**src/rtl/ibuf_bank_seq.sv**
```systemverilog
// ibuf_bank_seq: staggered power-up sequencer for an I_BUF bank with synchronized, gated data
module ibuf_bank_seq #(
  parameter int WIDTH          = 8,
  parameter int STAGGER_CYCLES = 4,
  parameter int SETTLE_CYCLES  = 16
) (
  input  logic             CLK,
  input  logic             RST,
  input  logic             ENABLE_REQ,
  output logic [WIDTH-1:0] BUF_EN,
  input  logic [WIDTH-1:0] BUF_O,
  output logic [WIDTH-1:0] DATA,
  output logic             READY,
  output logic             BUSY
);
  localparam int MAXC = (STAGGER_CYCLES > SETTLE_CYCLES) ? STAGGER_CYCLES : SETTLE_CYCLES;
  localparam int CW = (MAXC > 1) ? $clog2(MAXC) : 1;
  localparam logic [CW-1:0] ST_END = CW'(STAGGER_CYCLES - 1);
  localparam logic [CW-1:0] SE_END = CW'(SETTLE_CYCLES - 1);
  if (WIDTH < 1 || WIDTH > 32) begin : g_bad_width
    $fatal(1, "%m: illegal WIDTH=%0d (legal 1..32)", WIDTH);
  end
  if (STAGGER_CYCLES < 1 || STAGGER_CYCLES > 255) begin : g_bad_stagger
    $fatal(1, "%m: illegal STAGGER_CYCLES=%0d (legal 1..255)", STAGGER_CYCLES);
  end
  if (SETTLE_CYCLES < 1 || SETTLE_CYCLES > 1023) begin : g_bad_settle
    $fatal(1, "%m: illegal SETTLE_CYCLES=%0d (legal 1..1023)", SETTLE_CYCLES);
  end
  typedef enum logic [1:0] {OFF, STAGGER, SETTLE, ON} state_t;
  state_t state, state_nx;
  logic [CW-1:0] cnt, cnt_nx;
  logic [WIDTH-1:0] en_nx, en_grow, sync1, sync2;
  logic ready_nx, busy_nx, st_done, se_done, last;
  assign st_done = cnt == ST_END;
  assign se_done = cnt == SE_END;
  assign en_grow = BUF_EN | (BUF_EN << 1);
  assign last    = &en_grow;
  always_ff @(posedge CLK) begin
    if (RST) begin
      state  <= OFF;
      cnt    <= '0;
      BUF_EN <= '0;
      READY  <= 1'b0;
      BUSY   <= 1'b0;
      sync1  <= '0;
      sync2  <= '0;
      DATA   <= '0;
    end else begin
      state  <= state_nx;
      cnt    <= cnt_nx;
      BUF_EN <= en_nx;
      READY  <= ready_nx;
      BUSY   <= busy_nx;
      sync1  <= BUF_O;
      sync2  <= sync1;
      DATA   <= READY ? sync2 : '0;
    end
  end
  // A dropped request returns straight to OFF from anywhere; no staggered power-down.
  always_comb begin
    state_nx = OFF;
    cnt_nx   = '0;
    if (ENABLE_REQ)
      case (state)
        OFF: state_nx = (WIDTH == 1) ? SETTLE : STAGGER;
        STAGGER: begin
          cnt_nx   = st_done ? '0 : cnt + CW'(1);
          state_nx = (st_done && last) ? SETTLE : STAGGER;
        end
        SETTLE: begin
          cnt_nx   = se_done ? '0 : cnt + CW'(1);
          state_nx = se_done ? ON : SETTLE;
        end
        default: state_nx = ON;
      endcase
  end
  always_comb begin
    en_nx    = '0;
    ready_nx = 1'b0;
    busy_nx  = 1'b0;
    if (ENABLE_REQ)
      case (state)
        OFF: begin
          en_nx   = WIDTH'(1);
          busy_nx = 1'b1;
        end
        STAGGER: begin
          en_nx   = st_done ? en_grow : BUF_EN;
          busy_nx = 1'b1;
        end
        SETTLE: begin
          en_nx    = BUF_EN;
          ready_nx = se_done;
          busy_nx  = !se_done;
        end
        default: begin
          en_nx    = BUF_EN;
          ready_nx = 1'b1;
        end
      endcase
  end
endmodule
```
**config.mk**
```make
export PLATFORM = sky130hd
export DESIGN_NAME = ibuf_bank_seq
export DESIGN_NICKNAME = d
export VERILOG_FILES = /design/src/rtl/ibuf_bank_seq.sv
export SDC_FILE = /design/constraint.sdc
export NUM_CORES = 1
export LEC_CHECK = 0
export ABC_AREA = 1
export CORE_ASPECT_RATIO = 2
export CORE_MARGIN = 2
export CORE_UTILIZATION = 33
export DETAILED_ROUTE_END_ITERATION = 16
export SYNTH_ARGS = -nofsm -noshare
export SYNTH_HDL_FRONTEND = slang
export SYNTH_SLANG_ARGS = --single-unit
```
**constraint.sdc**
```tcl
create_clock -name CLK -period 1.4 [get_ports CLK]
set_input_delay 0.21 -clock CLK [delete_from_list [all_inputs] [get_ports CLK]]
set_output_delay 0.21 -clock CLK [all_outputs]
set_load 0.03 [all_outputs]
```
# Word level (Yosys, flattened, before mapping)

Index checks and enable logic that the tools add are counted.

Reductions and logical operators: 9
$mul: 0
Shift-type cells: 0
Order comparisons: 0
Eq/ne operators: 5
Multiplexer cells: 10
Divide/modulo/power cells: 0
Bitwise gates (word level): 3
Add/subtract/negate cells: 1

Operator list:

| operator                                                         | count |
|---|---|
| 8-bit one-hot mux with 2 select lines                            | 1 |
| 4-bit 2-to-1 mux                                                 | 2 |
| 8-bit 2-to-1 mux                                                 | 1 |
| 8-bit bitwise OR                                                 | 1 |
| 4-bit one-hot mux with 2 select lines                            | 1 |
| 8-bit AND reduction                                              | 1 |
| 2-bit one-hot mux with 3 select lines                            | 1 |
| 2-bit OR reduction                                               | 3 |
| 4-bit by 1-bit adder with 4-bit output (second input constant)   | 1 |
| 4-bit by 2-bit == test with 1-bit output (second input constant) | 1 |
| 4-bit == test (second input constant)                            | 1 |
| 1-bit one-hot mux with 2 select lines                            | 2 |
| 2-bit by 1-bit == test with 1-bit output (second input constant) | 1 |
| 2-bit == test (second input constant)                            | 1 |
| 2-bit zero test                                                  | 1 |
| 2-bit 2-to-1 mux                                                 | 1 |
| 2-bit inequality test (second input constant)                    | 1 |
| 1-bit inverter                                                   | 2 |
| 2-bit AND reduction                                              | 1 |
| 2-bit nonzero test                                               | 1 |
| 1-bit logical AND                                                | 1 |
| 1-bit zero test                                                  | 1 |
| 1-bit 2-to-1 mux                                                 | 1 |

Output and inout bits: 18
RAM bits: 0
Bits in registers: 40
Latch bits: 0
Input port bits: 11
Memory bits (read-only): 0
Memories kept: 0
Logic and storage cells: 36

# Longest topological paths before layout

Gate-level depths: netlist (run 1).

Word-level depth: 5
Depth in mapped cells: 6
Mapped depth without buffers: 6

# Worst setup path after synthesis (run 1)

Ideal clock, no wire load.

Path type: reg2reg
Start point: register state[1]
End point: register BUF_EN[3]
Setup time: 0.115 ns
Required time: 1.285 ns
Data arrival time: 1.080 ns
Buffers on the path: 0
Clock period less this slack: 1.194 ns
Slack: 0.206 ns
Stages on the path, launching flop included: 6
Path through: dfxtp_1 inv_1 ha_1 o21ai_4 nor2_1 o21a_1

Word-level cells in the longest chain between the ends: 3
Elaborated cells on any way between the ends: 6
Classes of those cells: eq/ne (2); mux (1); reduce/logical (3)

RTL lines:

| item                                                                         | line | RTL |
|---|---|---|
| start: declaration                                                           | 30   | `state_t state, state_nx;` |
| start signal: assignment                                                     | 49   | `state <= state_nx;` |
| 2-bit by 1-bit == test with 1-bit output or 2-bit zero test (tied branches)  | 82   | `case (state)` |
| 2-bit inequality test (no source line) or 2-bit nonzero test (tied branches) | n/a  |  |
| 2-bit AND reduction (no source line)                                         | n/a  |  |
| end signal: assignment                                                       | 51   | `BUF_EN <= en_nx;` |
| end: declaration                                                             | 10   | `output logic [WIDTH-1:0] BUF_EN,` |

Several ways; a longest one is shown, not always the timed one.
A chain may end at the register's enable or synchronous reset.

# Worst setup path after layout (run 1)

Start point: register BUF_EN[2]
End point: output port BUF_EN[2]

No word-level cell between the ends.

==> results of run 1 <==
kinds of logic (layout without fill, tap and decap cells):
| kind of cell | Yosys count | after routing |
|---|---|---|
| buf+inv | 40 | 81 |
| compound gates | 18 | 18 |
| simple gates | 60 | 60 |
| fa+ha+maj | 6 | 6 |
| flops | 40 | 40 |
| xor+xnor | 2 | 2 |
synth_stat cells (all sizes together):
master  number  area, µm²
xnor2        1       8.76
xor2         1       8.76
a21oi        9       63.8
o21ai        5       36.3
o21a         2       15.0
nand3        4       20.0
buf          2       16.3
inv         38        143
nand2       14       60.1
nor2        40        188
ha           6       75.1
a211oi       2       15.0
dfxtp       40        801
nand4        1       6.26
nor3         1       5.00
routing by layer:
layer	part of all wire	up-vias	track usage	wire, µm
met5	0	-	0	0
met3	0.042	7	0.0229	107
li1	-	568	-	-
met4	0.029	0	0.0686	76
met2	0.54	29	0.217	1400
met1	0.39	478	0.125	995
what timing repair did:
action                                 CTS  global route
endpoints found under the hold margin    0             0
gates resized for setup                 18             2
gates cloned                             0             0
setup endpoints to repair               18             6
worst min-delay path by stage:
stage | start | to | slack, ns
final | sync1[1] | sync2[1] | 0.40
after global placement | sync1[5] | sync2[5] | 0.39
after detailed placement | sync1[1] | sync2[1] | 0.40
after global routing | sync1[5] | sync2[5] | 0.42
after CTS | sync1[5] | sync2[5] | 0.41
after floorplan | BUF_O[0] | sync1[0] | 0.32
cell usage in the layout (no fill, tap or decap), types with 5 or more instances in the layout:
cell	instances
a21oi_2	5
buf_4	7
clkbuf_8	5
clkdlybuf4s50_1	10
dfxtp_1	40
dlygate4sd2_1	18
inv_1	34
nand2_1	13
nor2_1	36
layout make-up:
type | instances | area (µm²)
Clock buffer | 5 | 68.8
Clock inverter | 3 | 46.3
Fill cell | 451 | 2350
Inverter | 38 | 143
Multi-Input combinational cell | 86 | 507
Sequential cell | 40 | 801
Tap cell | 54 | 67.6
Timing Repair Buffer | 35 | 310
metrics by stage:
| step | util | worst slack, ns | cell area (µm²) | power, µW | std cells |
|---|---|---|---|---|---|
| after floorplan | - | 0.206 | 1460 | 1280 | 166 |
| after global placement | 0.430 | 0.0657 | 1850 | 1330 | 253 |
| after detailed placement | 0.430 | 0.0314 | 1850 | 1330 | 253 |
| after CTS | 0.451 | 0.0623 | 1940 | 2280 | 261 |
| after global routing | 0.452 | 0.0118 | 1940 | 2350 | 261 |
| final | 0.452 | 0.109 | 1940 | 2250 | 261 |
sequential cells by signal, summed over array words and instances, names as in the netlist:
register / count
BUF_EN: 8
BUSY: 1
DATA: 8
READY: 1
cnt: 4
state: 2
sync1: 8
sync2: 8
worst register-to-register path, cell delays in order (launching register included):
cell	delay, ns
dfxtp_1	0.35
inv_1	0.09
ha_2	0.20
inv_2	0.06
o21ai_4	0.28
nor2_1	0.07
o21a_1	0.11
power groups by stage:
| stage | Clock [µW] | Sequential [µW] | Combinational (µW) |
|---|---|---|---|
| finish | 944 | 1170 | 131 |
| global route | 1030 | 1180 | 148 |
| CTS | 978 | 1170 | 132 |
| detailed placement | 0 | 1200 | 134 |
| global placement | 0 | 1200 | 132 |
| floorplan | 0 | 1210 | 66.7 |
==> summary.txt, run 1 <==
Cells and area
  – Area growth syn-to-layout: 33.0%
  – Layout cells sized above 1: 0.155
  – Nets: roughly 220
  – Number of diodes: 0

Clocking
  – H-tree levels: 2
  – Clk_lat worst skew: between 0.2 and 0.3 ns
  – Post-CTS Hold Buffers: 0
  – Cell at the root of the clock tree: clkbuf_8
  – Clock Sinks: 40
  – TritonCTS buffer count: 5
  – Max Buffers Root-to-Sink: 2
  – CTS tree: built
  – Worst-path clk slew: 0.08 ns
  – Post-CTS setup repair buffer count: 0

STA
  – Max-slew headroom: 0.792
  – Fin. max-slew vios: 0
  – WHS: about 0.40 ns
  – Tcrit/Tclk final: 0.922
  – Clock Skew: approximately 0.0035 ns
  – Setup TNS: 0 ns
  – Tmin final: 1.29 ns
  – Final hold vios: 0
  – Fmax: 775 MHz
  – Measured slew at the worst slew-check pin: 0.313 ns
  – Setup repair after global routing missed its margin: false
  – # setup viols final: 0

Worst setup path
  – CP max stage delay: 0.41 ns
  – Crit-path cells: dlygate4sd2_1
  – Reg2reg path depth: 6
  – Slowest-stage cell, CP: dlygate4sd2_1
  – Buf/Inv on CP: 1
  – CP endpoint: BUF_EN[2]
  – Cell depth of the worst setup path: 1
  – Startpoint types: register
  – WP data arrival: 1.08 ns
  – Worst Path Max Fanout: 4
  – Reg2reg end: BUF_EN[3]
  – FF-to-FF Start: state[0]
  – Critical path startpoint: BUF_EN[2]
  – WP data required: 1.19 ns
  – Critical setup path kind: register to output port
  – Delay-heaviest family, CP: buffers and inverters
  – Worst setup EP type: output port
  – R2r setup slk: around 0.13 ns

Routing
  – Routed WL: ~2600 µm
  – DRC viols: 0
  – Initial DRC count: 9
  – First-pass detailed-route iteration total: 4
  – Via count: 1082
  – Antenna Nets Post-Route: 0
  – Vias/cell: approximately 4.1
  – Post-DR wirelength/cell: 9.88 µm

Power
  – Comb pwr share: 0.058
  – VDD IR max: around 900 µV
  – Leak pwr: slightly below 0.0009 µW
  – PD cells: about 1200 nW/µm²
  – Psw: 487 µW
  – Clock power frac: 0.420
  – Sequential fraction of design power: 0.522
  – Net switching fraction of the power: 0.217
  – P_int: between 1500 and 2000 µW

Status
  – Status: finished, final reports clean

Placement
  – GPL Wtd Cong: 0.774
  – IO buf count: 28
  – DPL Wire Length: roughly 1900 µm

Synthesis
  – Post-synth net total: 183
  – Main combinational cell family by area after synthesis: simple AND/OR/NAND/NOR gates
  – Sequential fraction of the synthesis area: 0.548
  – Ys Warns: 0
  – Synth Area in XOR/XNOR: 0.0120
  – Adder-Cell Fraction of Synth Area: 0.0514
  – Synth Area in Compound Gates: 0.0890
  – Post-synthesis mux area share: 0
  – Synthesis-stage register bit count: 40
  – Cells after Synth: 166
  – Netlist cell types: 23
  – Post-synthesis simple-gate area fraction: 0.191
  – Mapped cell area: roughly 1500 µm²
  – Synthesized area per cell: 8.80 µm²

Global route
  – Pin count of the biggest net entering global routing: 17
  – Global-route wire length before repair: 4620 µm
  – Antenna violations before repair: 0
  – Gr usage total: 0.121
  – GR Overflow Total: 0
  – Vias in the first global route: about 1100

Floorplanning
  – Die Footprint: about 5000 µm²
  – Starting Density: 0.340
  – Die height: 98.1 µm
  – Row Count: 34
  – Core area: 4300 µm²
  – Top Ports: 29
  – Die W: around 50 µm

Min path
  – WHS Path Cells: 2
  – Path type of the worst min-delay path: register to register

Run
  – # Max-Cap Violations: 0
(Power assumes the default switching activity.)
==> run 2: changes to the inputs <==
CORE_ASPECT_RATIO = unset   (was 2)
CORE_UTILIZATION = 28   (was 33)
SLEW_MARGIN = 20   (was unset)
==> run 2 against run 1 <==
Cell count grew 5.4%. First-iteration DRC count is 140% higher. Clock-buffer cell count is 1 higher. Sequential share of layout area down 0.18 points. Clock power increased by 2%.
==> summary.txt, run 2 (synthesis results as in run 1) <==
STA
  – # setup viols final: 0 (unchanged)
  – Measured slew at the worst slew-check pin: 0.332 ns (+0.0191 ns)
  – Final setup margin: 0.112 ns (+0.00332 ns)
  – Clock Skew: 0.00433 ns (+0.000791 ns)
  – Fmax: 777 MHz (+0.26%)
  – Fin. max-slew vios: 0 (unchanged)
  – Final hold vios: 0 (unchanged)
  – Tmin final: 1.29 ns (-0.00332 ns)
  – Tcrit/Tclk final: 0.920 (-0.00237)
  – Setup repair after global routing missed its margin: false
  – Max-slew headroom: 0.780 (-0.0127)
  – Setup TNS: 0 ns (unchanged)

Worst setup path
  – CP endpoint: BUF_EN[2]
  – CP max stage delay: 0.41 ns (about the same)
  – Cell depth of the worst setup path: 1 (unchanged)
  – FF-to-FF Start: state[0]
  – Worst setup EP type: output port
  – R2r setup slk: 0.14 ns (about the same)
  – Reg2reg path depth: 6 (unchanged)
  – Critical setup path kind: register to output port
  – WP data required: 1.19 ns (about the same)
  – WP data arrival: 1.08 ns (about the same)
  – Delay-heaviest family, CP: buffers and inverters
  – Slowest-stage cell, CP: dlygate4sd2_1
  – Startpoint types: register
  – Buf/Inv on CP: 1 (unchanged)
  – Critical path startpoint: BUF_EN[2]
  – Reg2reg end: BUF_EN[2]
  – Crit-path cells: dlygate4sd2_1
  – Worst Path Max Fanout: 4 (unchanged)

Routing
  – Via count: 1028 (-5.0%)
  – Vias/cell: 3.74 (-9.8%)
  – Initial DRC count: 22 (+13)
  – Post-DR wirelength/cell: 8.35 µm (-16%)
  – DRC viols: 0 (unchanged)
  – Routed WL: 2300 µm (-11%)
  – First-pass detailed-route iteration total: 4 (unchanged)
  – Antenna Nets Post-Route: 0 (unchanged)

Floorplanning
  – Die height: 76.2 µm (-22%)
  – Core area: 5070 µm² (+18%)
  – Top Ports: 29 (unchanged)
  – Starting Density: 0.288 (-0.0522)
  – Die W: 76.2 µm (+49%)
  – Die Footprint: 5810 µm² (+16%)
  – Row Count: 26 (-24%)

Run
  – # Max-Cap Violations: 0 (unchanged)

Clocking
  – Max Buffers Root-to-Sink: 2 (unchanged)
  – H-tree levels: 2 (unchanged)
  – Clk_lat worst skew: 0.29 ns (about the same)
  – Cell at the root of the clock tree: clkbuf_8
  – TritonCTS buffer count: 5 (unchanged)
  – Post-CTS Hold Buffers: 0 (unchanged)
  – CTS tree: built
  – Worst-path clk slew: 0.07 ns (about the same)
  – Clock Sinks: 40 (unchanged)
  – Post-CTS setup repair buffer count: 0 (unchanged)

Cells and area
  – Post-layout util: 0.385 (-0.0676)
  – Layout cells sized above 1: 0.141 (-0.0131)
  – Leading cell types in the layout, fill and taps excluded: dfxtp_1 (40), nor2_1 (36), inv_1 (34), dlygate4sd2_1 (18), nand2_1 (13)
  – Commonest non-fill, non-tap cell in the layout: dfxtp_1
  – Fin area: 1950 µm² (+0.45%)
  – Nets: 221 (-0.90%)
  – Number of diodes: 0 (unchanged)
  – Area growth syn-to-layout: 33.6%

Power
  – Leak pwr: 0.000889 µW (-0.31%)
  – Sequential fraction of design power: 0.521 (about the same)
  – Comb pwr share: 0.053 (-0.005)
  – PD cells: 1160 nW/µm² (-0.12%)
  – Net switching fraction of the power: 0.201 (-0.0157)
  – Clock power frac: 0.426 (+0.006)
  – Psw: 453 µW (-7.0%)
  – P_int: 1800 µW (+2.3%)
  – VDD IR max: 610 µV (-32%)

Placement
  – Worst slack, placed: 0.0222 ns (-0.00912 ns)
  – GPL Wtd Cong: 0.731 (-5.5%)
  – Area post-placement: 1850 µm² (+0.27%)
  – IO buf count: 28 (unchanged)
  – DPL Wire Length: 1760 µm (-8.8%)

Global route
  – Global-route wire length before repair: 4130 µm (-10%)
  – Vias in the first global route: 939 (-13%)
  – Gr usage total: 0.0908 (-0.0302)
  – Pin count of the biggest net entering global routing: 17 (unchanged)
  – Antenna violations before repair: 0 (unchanged)
  – GR Overflow Total: 0 (unchanged)

Min path
  – Path type of the worst min-delay path: register to register
  – Hold_sp: sync1[3]

Status
  – Status: finished, final reports clean
[run 2: power by group through the flow]
| stage | Combinational [µW] | Sequential [µW] | Clock (µW) |
|---|---|---|---|
| global route | 136 | 1180 | 1050 |
| global placement | 125 | 1200 | 0 |
| floorplan | 66.7 | 1210 | 0 |
| finish | 121 | 1170 | 961 |
| CTS | 122 | 1170 | 992 |
| detailed placement | 124 | 1200 | 0 |
[run 2: tightest hold or removal path: cells and delay by family, from the launching register on]
| family | cells | cell delay [ns] |
|---|---|---|
| buffers and inverters | 1 | 0.04 |
| and+or+nand+nor | 1 | 0.03 |
| DFF | 1 | 0.30 |
[run 2: metrics by stage]
stage          power, µW  hold slack (ns)  std cells
2_1_floorplan       1280            0.317        166
3_3_place_gp        1330            0.391        267
3_5_place_dp        1330            0.394        267
4_1_cts             2290            0.403        275
5_1_grt             2370            0.424        275
6_report            2260            0.403        275
[run 2: worst min-delay path by stage]
stage | end | slack [ns] | cells past startpoint
2_1_floorplan | sync1[0] | 0.32 | 2
6_report | sync2[3] | 0.40 | 2
3_3_place_gp | sync2[5] | 0.39 | 2
3_5_place_dp | sync2[6] | 0.39 | 2
4_1_cts | sync2[2] | 0.40 | 2
5_1_grt | sync2[2] | 0.42 | 2
[run 2: area by class of cell]
cell class,instances,area [µm²]
Fill cell,542,3120
Multi-Input combinational cell,86,504
Sequential cell,40,801
Tap cell,70,87.6
Clock buffer,6,82.6
Inverter,38,143
Clock inverter,2,38.8
Timing Repair Buffer,33,295
[run 2: layer usage]
| metal | part of all wire | GRT usage |
|---|---|---|
| met4 | 0.016 | 0.0436 |
| met3 | 0.056 | 0.0379 |
| met1 | 0.48 | 0.112 |
| met5 | 0 | 0 |
| met2 | 0.45 | 0.136 |
[run 2: what timing repair did]
action | 4_1_cts | 5_1_grt
endpoints found under the setup margin | 18 | 5
gates resized for setup | 18 | 1
endpoints found under the hold margin | 0 | 0
